### config.mk
export PLATFORM = sky130hd
export DESIGN_NAME = nwr_pattern_gen
export DESIGN_NICKNAME = d
export VERILOG_FILES = /design/src/rtl/nwr_pattern_gen.sv
export SDC_FILE = /design/constraint.sdc
export NUM_CORES = 1
export LEC_CHECK = 0
export ABC_AREA = 1
export CAP_MARGIN = 20
export CORE_ASPECT_RATIO = 1.75
export CORE_UTILIZATION = 29
export CTS_CLUSTER_DIAMETER = 60
export DETAILED_ROUTE_END_ITERATION = 7
export GPL_ROUTABILITY_DRIVEN = 0
export GPL_TIMING_DRIVEN = 0
export PLACE_DENSITY_LB_ADDON = 0.2
export SLEW_MARGIN = 20
export SYNTH_ARGS = -nofsm -noshare
export SYNTH_HDL_FRONTEND = slang
export SYNTH_SLANG_ARGS = --single-unit
### constraint.sdc
create_clock -name log_clk -period 3.5 [get_ports log_clk]
set_clock_uncertainty 0.2 [all_clocks]
set_input_delay 0.525 -clock log_clk [delete_from_list [all_inputs] [get_ports log_clk]]
set_output_delay 0.525 -clock log_clk [all_outputs]
set_load 0.02 [all_outputs]
### src/rtl/nwr_pattern_gen.sv
// NWRITE traffic generator: emits runs of programmable-length packets on the user
// request stream, one packet per NWRITE engine ready/done handshake.
module nwr_pattern_gen #(
   parameter int DATA_W    = 64,
   parameter int ADDR_W    = 34,
   parameter int LEN_W     = 9,
   parameter int MAX_BYTES = 256,
   parameter int CNT_W     = 16,
   parameter int BYTES     = DATA_W / 8
) (
   input  logic              log_clk,
   input  logic              log_rst,
   input  logic              start_in,
   input  logic              stop_in,
   input  logic [LEN_W-1:0]  cfg_len_in,
   input  logic [ADDR_W-1:0] cfg_base_addr_in,
   input  logic [ADDR_W-1:0] cfg_addr_step_in,
   input  logic [CNT_W-1:0]  cfg_pkt_count_in,
   input  logic [1:0]        cfg_mode_in,
   input  logic [DATA_W-1:0] cfg_fill_in,
   input  logic              nwr_ready_in,
   input  logic              nwr_busy_in,
   input  logic              nwr_done_in,
   input  logic              user_tready_in,
   output logic [ADDR_W-1:0] user_addr_o,
   output logic [19:0]       user_tsize_o,
   output logic [DATA_W-1:0] user_tdata_o,
   output logic              user_tvalid_o,
   output logic              user_tfirst_o,
   output logic              user_tlast_o,
   output logic [BYTES-1:0]  user_tkeep_o,
   output logic              busy_o,
   output logic              done_o,
   output logic              cfg_err_o,
   output logic [CNT_W-1:0]  pkt_cnt_o
);

   localparam int BSH   = $clog2(BYTES);
   localparam int IDX_W = $clog2(DATA_W);

   typedef enum logic [1:0] {IDLE, WAIT_RDY, SEND, WAIT_DONE} state_t;

   state_t             state_reg, state_next;
   logic [LEN_W-1:0]   len_reg;
   logic [ADDR_W-1:0]  step_reg;
   logic [CNT_W-1:0]   count_reg;
   logic [1:0]         mode_reg;
   logic [DATA_W-1:0]  fill_reg;
   logic [ADDR_W-1:0]  addr_reg;
   logic [19:0]        tsize_reg;
   logic [DATA_W-1:0]  tdata_reg;
   logic               tvalid_reg;
   logic [LEN_W-1:0]   beat_idx_reg;
   logic [DATA_W-1:0]  g_reg;
   logic [CNT_W-1:0]   pkt_cnt_reg;
   logic               stop_pend_reg;
   logic               busy_reg;
   logic               done_reg;
   logic               err_reg;

   logic               load_cfg, cfg_err, launch, accept, pkt_done, next_pkt, run_end;
   logic               len_legal, stop_any, is_last;
   logic [LEN_W-1:0]   last_idx;
   logic [BYTES-1:0]   last_keep;
   logic [BSH-1:0]     rem;

   function automatic logic [DATA_W-1:0] pattern(input logic [1:0] mode,
                                                 input logic [DATA_W-1:0] g,
                                                 input logic [DATA_W-1:0] fill);
      case (mode)
         2'd0:    pattern = g;
         2'd1:    pattern = {{(DATA_W-1){1'b0}}, 1'b1} << g[IDX_W-1:0];
         2'd2:    pattern = fill;
         default: pattern = ~g;
      endcase
   endfunction

   // last beat index = ceil(len/BYTES)-1 = (len-1)/BYTES, len is never 0 once latched
   assign last_idx  = LEN_W'(len_reg - LEN_W'(1)) >> BSH;
   assign rem       = len_reg[BSH-1:0];
   assign last_keep = (rem == '0) ? '1 : ~({BYTES{1'b1}} >> rem);
   assign is_last   = (beat_idx_reg == last_idx);
   assign len_legal = (cfg_len_in != '0) && (cfg_len_in <= LEN_W'(MAX_BYTES));
   assign stop_any  = stop_pend_reg | stop_in;
   assign accept    = (state_reg == SEND) && tvalid_reg && user_tready_in;

   always_ff @(posedge log_clk) begin
      if (log_rst) state_reg <= IDLE;
      else         state_reg <= state_next;
   end

   always_comb begin
      state_next = state_reg;
      load_cfg   = 1'b0;
      cfg_err    = 1'b0;
      launch     = 1'b0;
      pkt_done   = 1'b0;
      next_pkt   = 1'b0;
      run_end    = 1'b0;
      case (state_reg)
         IDLE: begin
            if (start_in) begin
               if (len_legal) begin
                  load_cfg   = 1'b1;
                  state_next = WAIT_RDY;
               end else begin
                  cfg_err = 1'b1;
               end
            end
         end
         WAIT_RDY: begin
            if (stop_any) begin
               run_end    = 1'b1;
               state_next = IDLE;
            end else if (nwr_ready_in && !nwr_busy_in) begin
               launch     = 1'b1;
               state_next = SEND;
            end
         end
         SEND: begin
            if (accept && is_last) state_next = WAIT_DONE;
         end
         WAIT_DONE: begin
            if (nwr_done_in) begin
               pkt_done = 1'b1;
               if (((count_reg != '0) && (CNT_W'(pkt_cnt_reg + CNT_W'(1)) == count_reg)) || stop_any) begin
                  run_end    = 1'b1;
                  state_next = IDLE;
               end else begin
                  next_pkt   = 1'b1;
                  state_next = WAIT_RDY;
               end
            end
         end
         default: state_next = IDLE;
      endcase
   end

   always_ff @(posedge log_clk) begin
      if (log_rst) begin
         len_reg       <= '0;
         step_reg      <= '0;
         count_reg     <= '0;
         mode_reg      <= '0;
         fill_reg      <= '0;
         addr_reg      <= '0;
         tsize_reg     <= '0;
         tdata_reg     <= '0;
         tvalid_reg    <= 1'b0;
         beat_idx_reg  <= '0;
         g_reg         <= '0;
         pkt_cnt_reg   <= '0;
         stop_pend_reg <= 1'b0;
         busy_reg      <= 1'b0;
         done_reg      <= 1'b0;
         err_reg       <= 1'b0;
      end else begin
         done_reg <= run_end;
         err_reg  <= cfg_err;
         if (load_cfg) begin
            len_reg       <= cfg_len_in;
            step_reg      <= cfg_addr_step_in;
            count_reg     <= cfg_pkt_count_in;
            mode_reg      <= cfg_mode_in;
            fill_reg      <= cfg_fill_in;
            addr_reg      <= cfg_base_addr_in;
            tsize_reg     <= 20'(cfg_len_in - LEN_W'(1));
            pkt_cnt_reg   <= '0;
            g_reg         <= '0;
            beat_idx_reg  <= '0;
            stop_pend_reg <= 1'b0;
            busy_reg      <= 1'b1;
         end
         if (stop_in && (state_reg != IDLE)) stop_pend_reg <= 1'b1;
         if (launch) begin
            tvalid_reg   <= 1'b1;
            beat_idx_reg <= '0;
            tdata_reg    <= pattern(mode_reg, g_reg, fill_reg);
         end
         // g_reg tracks the beat on the bus, so the next beat's data uses g_reg+1
         if (accept) begin
            g_reg <= g_reg + DATA_W'(1);
            if (is_last) begin
               tvalid_reg <= 1'b0;
            end else begin
               beat_idx_reg <= beat_idx_reg + LEN_W'(1);
               tdata_reg    <= pattern(mode_reg, g_reg + DATA_W'(1), fill_reg);
            end
         end
         if (pkt_done) pkt_cnt_reg <= pkt_cnt_reg + CNT_W'(1);
         if (next_pkt) addr_reg <= addr_reg + step_reg;
         if (run_end) begin
            busy_reg      <= 1'b0;
            stop_pend_reg <= 1'b0;
         end
      end
   end

   assign user_addr_o   = addr_reg;
   assign user_tsize_o  = tsize_reg;
   assign user_tdata_o  = tdata_reg;
   assign user_tvalid_o = tvalid_reg;
   assign user_tfirst_o = tvalid_reg && (beat_idx_reg == '0);
   assign user_tlast_o  = tvalid_reg && is_last;
   assign user_tkeep_o  = !tvalid_reg ? '0 : (is_last ? last_keep : '1);
   assign busy_o        = busy_reg;
   assign done_o        = done_reg;
   assign cfg_err_o     = err_reg;
   assign pkt_cnt_o     = pkt_cnt_reg;

endmodule

# After elaboration in Yosys (flattened, before gate mapping)
# Cells that the tools add are included.
[classes] n_addsub=6 order_cmp=1 eq_ne=12 n_shift=3 muxes=47 n_bitwise=6 n_reduce_logical=25
[op_table] cell="case mux 64 bit (3 select lines)" count=2
[op_table] cell="two-way mux 64 bit" count=5
[op_table] cell="NOT 64 bit" count=2
[op_table] cell="left shift 1 x 6 -> 64 bit (first input constant)" count=2
[op_table] cell="two-way mux 34 bit" count=2
[op_table] cell="adder 64 x 1 -> 64 bit (second input constant)" count=1
[op_table] cell="two-way mux 9 bit" count=4
[op_table] cell="adder 34 bit" count=1
[op_table] cell="two-way mux 16 bit" count=2
[op_table] cell="two-way mux 8 bit" count=3
[op_table] cell="two-way mux 1 bit" count=21
[op_table] cell="adder 16 x 1 -> 16 bit (second input constant)" count=1
[op_table] cell="equality test 16 bit" count=1
[op_table] cell="nonzero test 16 bit" count=1
[op_table] cell="two-way mux 2 bit" count=6
[op_table] cell="nonzero test 2 bit" count=5
[op_table] cell="subtractor 9 x 1 -> 10 bit (second input constant)" count=1
[op_table] cell="adder 9 x 1 -> 9 bit (second input constant)" count=1
[op_table] cell="equality test 9 x 6 -> 1 bit" count=1
[op_table] cell="<= comparator 9 bit (second input constant)" count=1
[op_table] cell="logical AND 1 bit" count=9
[op_table] cell="zero test 9 bit" count=1
[op_table] cell="nonzero test 9 bit" count=1
[op_table] cell="subtractor 9 x 1 -> 9 bit (second input constant)" count=1
[op_table] cell="18 further kinds" count=25
[totals] register_bits=339 input_bits=167 output_inout_bits=148

# Longest topological paths before layout
# Gate-level depths: netlist (run 1).
[depth] word_depth=9 mapped_depth=20 mapped_depth_nobuf=19

# Worst setup path before layout (run 1)
# Ideal clock, no wire load.
[synth_path] path_type="reg-to-output" start="register len_reg[0]" end="output port user_tkeep_o[5]" arrival_ns=1.926 t_required_ns=2.775 slack_ns=0.849 stages_incl_launch_ff=14 path_buffers=0 path_cell_list="dfxtp_1 nor2_4 nand3_2 inv_2 nand2_1 nand2_1 nand2_1 nand2_1 nand2_1 nor2_2 nand3_2 o21ai_0 o21ai_0 o31a_1"
[synth_via] elab_chain_len=5 word_cells_on_any_way=8 classes_between="1 x add/sub; 1 x eq/ne; 1 x shift; 3 x mux; 1 x bitwise; 1 x reduce/logical"
[synth_rtl] item="from (decl)" line="44" text="logic [LEN_W-1:0] len_reg;"
[synth_rtl] item="from (signal assigned)" line="161" text="len_reg <= cfg_len_in;"
[synth_rtl] item="parallel branches: the longest is 3 deep, another holds subtractor 9 x 1 -> 9 bit"
[synth_rtl] item="two-way mux 8 bit (*) (2 in a row)" line="205" text="assign user_tkeep_o = !tvalid_reg ? '0 : (is_last ? last_keep : '1);"
[synth_rtl] item="to (decl)" line="31" text="output logic [BYTES-1:0] user_tkeep_o,"
# Mark *: on every way between the ends.

# Worst setup path in the final report (run 1)
[layout_path] start="register tvalid_reg (netlist: user_tvalid_o)" end="register g_reg[46]"
[layout_via] elab_chain_len=3 word_cells_on_any_way=4 classes_between="1 x mux; 3 x reduce/logical"
[layout_rtl] item="from (decl)" line="52" text="logic tvalid_reg;"
[layout_rtl] item="from (signal assigned)" line="149" text="tvalid_reg <= 1'b0;"
[layout_rtl] item="from (signal assigned)" line="176" text="tvalid_reg <= 1'b1;"
[layout_rtl] item="from (signal assigned)" line="184" text="tvalid_reg <= 1'b0;"
[layout_rtl] item="logical AND 1 bit (*) (2 in a row)" line="85" text="assign accept = (state_reg == SEND) && tvalid_reg && user_tready_in;"
[layout_rtl] item="two-way mux 64 bit / nonzero test 2 bit (equally long branches)"
[layout_rtl] item="to (signal assigned)" line="182" text="g_reg <= g_reg + DATA_W'(1);"
[layout_rtl] item="to (decl)" line="54" text="logic [DATA_W-1:0] g_reg;"
# Mark *: on every way between the ends. The rest lies on a longest branch, timed or not.
# A chain may end at the register's enable or synchronous reset.

==> summary.txt, run 1 <==
CTS
  • Skew-Pair Late Insertion Delay: 0.60 ns
  • CTS buffer count: 38
  • CTS tree: built
  • Clock transition at path regs: about 0.070 ns
  • CTS Sinks: 329
  • Root Buffer: clkbuf_16
  • Hold-fix buffers at CTS: 0
  • H-tree depth: 2
  • Bufs on Longest Clock Path: 3

Routing
  • Detailed router's first-iteration violation count: 2824
  • First-pass DRT Iterations: 7
  • Vias post-DR: 26300
  • Final wirelength: 129 mm
  • Routed Antenna Nets: 0
  • DRC errors left: 0
  • Mean routed wirelength per cell: approximately 28 µm
  • Avg Vias per Cell: ~5.6

Worst hold path
  • Hold crit path type: register to register

Placed design
  • Port bufs: between 300 and 400
  • Placed Cells: 4572
  • Hpwl dp: about 98 mm
  • Setup WS pre-CTS: -0.848 ns
  • Placed inst area: 25400 µm²

Layout
  • Fin nets: 3924
  • Commonest non-fill, non-tap cells in the layout: nand2_1, nor2_1, a21oi_1
  • Final Core Density: 0.378
  • Post-route design area: 27200 µm²
  • Layout cells sized above 1: 0.0685
  • Area delta synth->final: 28.7%
  • Final std cells w/o fill: about 4700
  • Filler cell count: 8011
  • Commonest non-fill, non-tap cell in the layout: nand2_1

Synthesis
  • Synth Register Bits: 329
  • Area share of and/or/nand/nor cells after synthesis: 0.299
  • Main combinational cell family by area after synthesis: simple AND/OR/NAND/NOR gates
  • Mean Syn Cell Area: ~6.3 µm²
  • Yosys warns: 0
  • Synth area leader: dfxtp_1
  • Yosys cell types: 55
  • Top cell type's share of synthesized area: 0.312
  • Seq/Total Area, Yosys: 0.312
  • Post-synth EDFFs: 0
  • Area of the mapped netlist: between 20000 and 25000 µm²
  • Prevailing post-synth register cell: dfxtp_1
  • Synthesized instance count: 3334
  • Post-synthesis adder-cell area fraction: 0.0282
  • Net Count, Synth: 3548
  • Synth area leaders: dfxtp_1, nand2_1, a21oi_1
  • Compound-Gate Fraction of Synth Area: 0.230
  • Multiplexer share of the synthesized area: 0
  • Post-Synth XOR/XNOR Area: 0.0380
  • Synth async-reset ratio: 0

Timing
  • Final Hold Violating Endpoints: 0
  • Slew Viols, Final: 0
  • Slew @ Worst Pin: 1.33 ns
  • Period utilization: 1.02
  • Highest clock rate: between 200 and 300 MHz
  • Relative slew slack: 0.113
  • Final setup fails: 13
  • Crit path time final: roughly 3.6 ns
  • Setup ws final: -0.0568 ns

Global route
  • Initial antenna violation count: 30
  • First-pass GRT wire length: roughly 180 mm
  • GRT Total Usage: 0.346
  • Vias in the first global route: 25200
  • GRT overflow: 0
  • Largest net degree at the start of global routing: 15

Worst setup path
  • Crit-path max FO: 10
  • Setup CP Type: register to register
  • Setup crit end kind: register
  • CP required: roughly 3.8 ns
  • Crit-path leading delay family: buffers and inverters
  • WP data arrival: 3.88 ns
  • Crit-path cells: nand2_1 > inv_1 > nand2_1 > inv_1 > clkdlybuf4s15_1 > clkbuf_1 > nand2_1 > a21oi_1
  • CP max-delay cell: clkbuf_1
  • CP peak stage delay: 0.90 ns
  • CP most frequent cell: nand2_1
  • Buf+Inv Stages, Crit Path: 4
  • Crit start category: register

Die
  • Chip width: ~210 µm
  • Core area: 71900 µm²
  • Core Rows: 130
  • Die Area: 73900 µm²
  • # IOs: 315
  • Die height: 359 µm
  • Starting Density: 0.293

Pwr
  • VDD IR-drop max: 0.275 mV
  • Power Density: 381 nW/µm²
  • Tot Pwr: between 10000 and 15000 µW
  • Lkg Pwr: just over 0.01 µW

Run status
  • Status: finished, violations left
  • Failing checks: setup timing

Run
  • Max-Cap Viols: 0
## metal layers
layer  track usage  vias up  routed length (µm)
met5       0.00876        -                 250
met4         0.295       38               13900
met3         0.137      687               13600
met2         0.567     1665               59700
met1         0.335    11900               41300
li1              -    12000                   -
## path summary, 6_finish.rpt
kind                                    start            to  slack [ns]  cells after the start
worst min register to register   fill_reg[44]  fill_reg[44]        0.26                      2
worst min-delay path             fill_reg[44]  fill_reg[44]        0.26                      2
worst max-delay path            user_tvalid_o     g_reg[46]       -0.06                      8
worst max register to register  user_tvalid_o     g_reg[46]       -0.06                      8
## metrics by stage
stage,hold WS (ns),TNS [ns]
after floorplan,0.230,0
after global placement,0.239,-123.83
after detailed placement,0.245,-121.15
after CTS,0.257,0
after global routing,0.268,-0.00971
final,0.257,-0.372
## timing repair
item	CTS	global route
resized for setup	26	43
endpoints found under the setup margin	80	101
pin swaps	1	9
setup buffers	1	15
hold endpoints to repair	0	0
## power by group
group,switching [µW],internal [µW],leakage [µW]
Sequential,118,3920,0.00268
Combinational,1330,654,0.00689
Clock,1860,2450,0.000613
Total,3310,7030,0.0102
## cell usage after synthesis, types with 19 or more instances
| cell type | number |
|---|---|
| a211oi_1 | 19 |
| inv_1 | 270 |
| or2_2 | 22 |
| o22ai_1 | 36 |
| ha_1 | 46 |
| nand2_1 | 684 |
| xnor2_1 | 27 |
| buf_2 | 43 |
| nor3_1 | 87 |
| nor2_1 | 424 |
| nand4_1 | 74 |
| a21oi_1 | 393 |
| o21ai_0 | 352 |
| a31oi_1 | 28 |
| nand3_1 | 131 |
| xor2_1 | 62 |
| dfxtp_1 | 329 |
| clkbuf_1 | 128 |
## worst register-to-register path, stage by stage, from the launching register on
cell	delay (ns)
dfxtp_1	0.49
nand2_1	0.09
inv_1	0.19
nand2_1	0.25
inv_1	0.15
clkdlybuf4s15_1	0.88
clkbuf_1	0.91
nand2_1	0.14
a21oi_1	0.17
## logic make-up (layout without fill, tap and decap cells)
group | Yosys count | after routing
AND/OR/NAND/NOR | 1486 | 1486
AO/OA/AOI/OAI | 898 | 898
XOR/XNOR | 90 | 90
flip-flops | 329 | 329
adder cells (fa/ha/maj) | 47 | 47
buffers and inverters | 484 | 885
other | 0 | 13
## area by class of cell
class | instances | area (µm²) | share of cell area
antenna | 13 | 32.5 | 0.00120
buffer | 200 | 918 | 0.0338
clock buffer | 50 | 1070 | 0.0393
clock inverter | 15 | 201 | 0.00742
inverter | 284 | 1070 | 0.0393
multi-input combinational | 2521 | 12800 | 0.472
sequential | 329 | 6590 | 0.243
tap | 924 | 1160 | 0.0426
timing repair buffer | 336 | 3310 | 0.122
Power figures use the tool's default switching activity.
==> inputs of run 2 (changes only) <==
Settings changed: HOLD_SLACK_MARGIN from default to 0.02, REMOVE_ABC_BUFFERS from default to 1.
==> summary.txt, run 2 (synthesized netlist as in run 1, its figures left out) <==
Global route
  • Vias in the first global route: 23400
  • GRT overflow: 0
  • Largest net degree at the start of global routing: 132
  • Initial antenna violation count: 13
  • GRT Total Usage: 0.259
  • First-pass GRT wire length: between 100 and 150 mm

Timing
  • Hold slack: 0.0693 ns
  • Slew Viols, Final: 0
  • Period utilization: 0.968
  • Highest clock rate: 295 MHz
  • Final Hold Violating Endpoints: 0
  • Crit path time final: approximately 3.4 ns
  • Relative slew slack: 0.335
  • RSZ-0062 raised after global routing: true
  • Final setup fails: 0
  • Slew @ Worst Pin: 0.997 ns
  • Sum Neg Setup Slack: 0 ns

Die
  • Core Rows: between 100 and 150
  • Starting Density: 0.293
  • Die Area: approximately 74000 µm²
  • Die height: 359 µm
  • # IOs: 315
  • Chip width: 206 µm
  • Core area: 71900 µm²

Placed design
  • Port bufs: 314
  • Placed inst area: 25100 µm²
  • Hpwl dp: 70.0 mm

Worst setup path
  • CP max-delay cell: nor2_4
  • WP data arrival: approximately 3.7 ns
  • Crit start category: register
  • Crit-path leading delay family: simple AND/OR/NAND/NOR gates
  • Setup CP Type: register to register
  • CP peak stage delay: 0.60 ns
  • CP required: slightly below 4 ns
  • Crit-path max FO: 19
  • Setup crit end kind: register
  • Buf+Inv Stages, Crit Path: 1
  • Crit-path cells: nand2_2 > nor2_2 > xor2_1 > nor2_4 > clkinvlp_4 > o22ai_1 > a311oi_1 > a21oi_1

Layout
  • Layout cells sized above 1: 0.0589
  • Commonest non-fill, non-tap cell in the layout: nand2_1
  • Area delta synth->final: 26.9%
  • Final Core Density: 0.372
  • Commonest non-fill, non-tap cells in the layout: nand2_1, nor2_1, a21oi_1
  • Post-route design area: approximately 27000 µm²
  • Fin nets: 3750

Routing
  • Final wirelength: slightly below 100 mm
  • Detailed router's first-iteration violation count: 1707
  • DRC errors left: 0
  • Avg Vias per Cell: 5.37
  • Mean routed wirelength per cell: 22.1 µm
  • Vias post-DR: 24100
  • First-pass DRT Iterations: 6
  • Routed Antenna Nets: 0

CTS
  • Clock transition at path regs: about 0.060 ns
  • CTS buffer count: 40
  • H-tree depth: 2
  • Root Buffer: clkbuf_16
  • CTS Sinks: 329
  • Bufs on Longest Clock Path: 3
  • CTS tree: built
  • Skew-Pair Late Insertion Delay: 0.62 ns

Worst hold path
  • Hold crit path type: input port to register

Run status
  • Status: finished, final reports clean

Pwr
  • VDD IR-drop max: 0.358 mV
  • Power Density: 375 nW/µm²
  • Lkg Pwr: 0.00993 µW

Run
  • Max-Cap Viols: 0
run 2: cell types whose count changed in the layout (fill, tap and decap cells not counted), moves of 9 or more:
cell	change
buf_16	+12
buf_2	-42
buf_4	-19
clkbuf_1	-115
clkbuf_2	-10
diode_2	-9
nor3_1	+13
nor3_2	-10
run 2: worst paths after layout:
path / to / slack (ns) / cells after the start / start
max reg2reg: user_tdata_o[13] / 0.11 / 8 / g_reg[3]
min: user_addr_o[1] / 0.07 / 2 / log_rst
max: user_tdata_o[13] / 0.11 / 8 / g_reg[3]
min reg2reg: user_tsize_o[8] / 0.25 / 2 / user_tsize_o[8]
run 2: where the power goes:
part / total [µW] / switching (µW) / leakage [µW] / internal, µW
Combinational: 1770 / 1100 / 0.00662 / 665
Sequential: 4040 / 113 / 0.00268 / 3920
Clock: 4230 / 1900 / 0.000624 / 2330
Total: 10000 / 3120 / 0.00993 / 6920
run 2: worst reg2reg max path, stage by stage, from the launching register on:
cell and delay, ns:
dfxtp_4 0.54, nand2_2 0.29, nor2_2 0.26, xor2_1 0.20
nor2_4 0.60, clkinvlp_4 0.62, o22ai_1 0.28, a311oi_1 0.14
a21oi_1 0.18
run 2: stage by stage:
stage	setup WS, ns	power, µW	instances
2_1_floorplan	-2.77	5000	3134
6_report	0.111	10000	4493
4_1_cts	0.00162	10100	4474
5_1_grt	0.00419	10500	4491
3_3_place_gp	-11.66	5740	4372
3_5_place_dp	-1.49	5800	4392
run 2: cell type report:
class | count | area (µm²)
clock inverters | 13 | 106
clock buffers | 58 | 1170
repair inverters | 1 | 7.51
fillers | 7820 | 45100
well taps | 924 | 1160
diodes | 4 | 10.0
inverters | 284 | 1150
repair buffers | 356 | 3800
multi-input cells | 2524 | 12800
flip-flops and latches | 329 | 6600
run 2: routing by layer:
metal  track usage  wire length, µm  vias to the layer above
met1         0.265            34700                    11100
met2         0.462            50000                     1008
li1              -                -                    11600
met3        0.0579             6660                      354
met5             0              140                        -
met4         0.177             7690                       18
run 2: what timing repair did:
item | 4_1_cts | 5_1_grt
gates resized for setup | 39 | 33
gates cloned | 2 | 3
setup endpoints to repair | 195 | 157
pin swaps | 6 | 8
buffers inserted | 9 | 12
hold buffers | 0 | 0
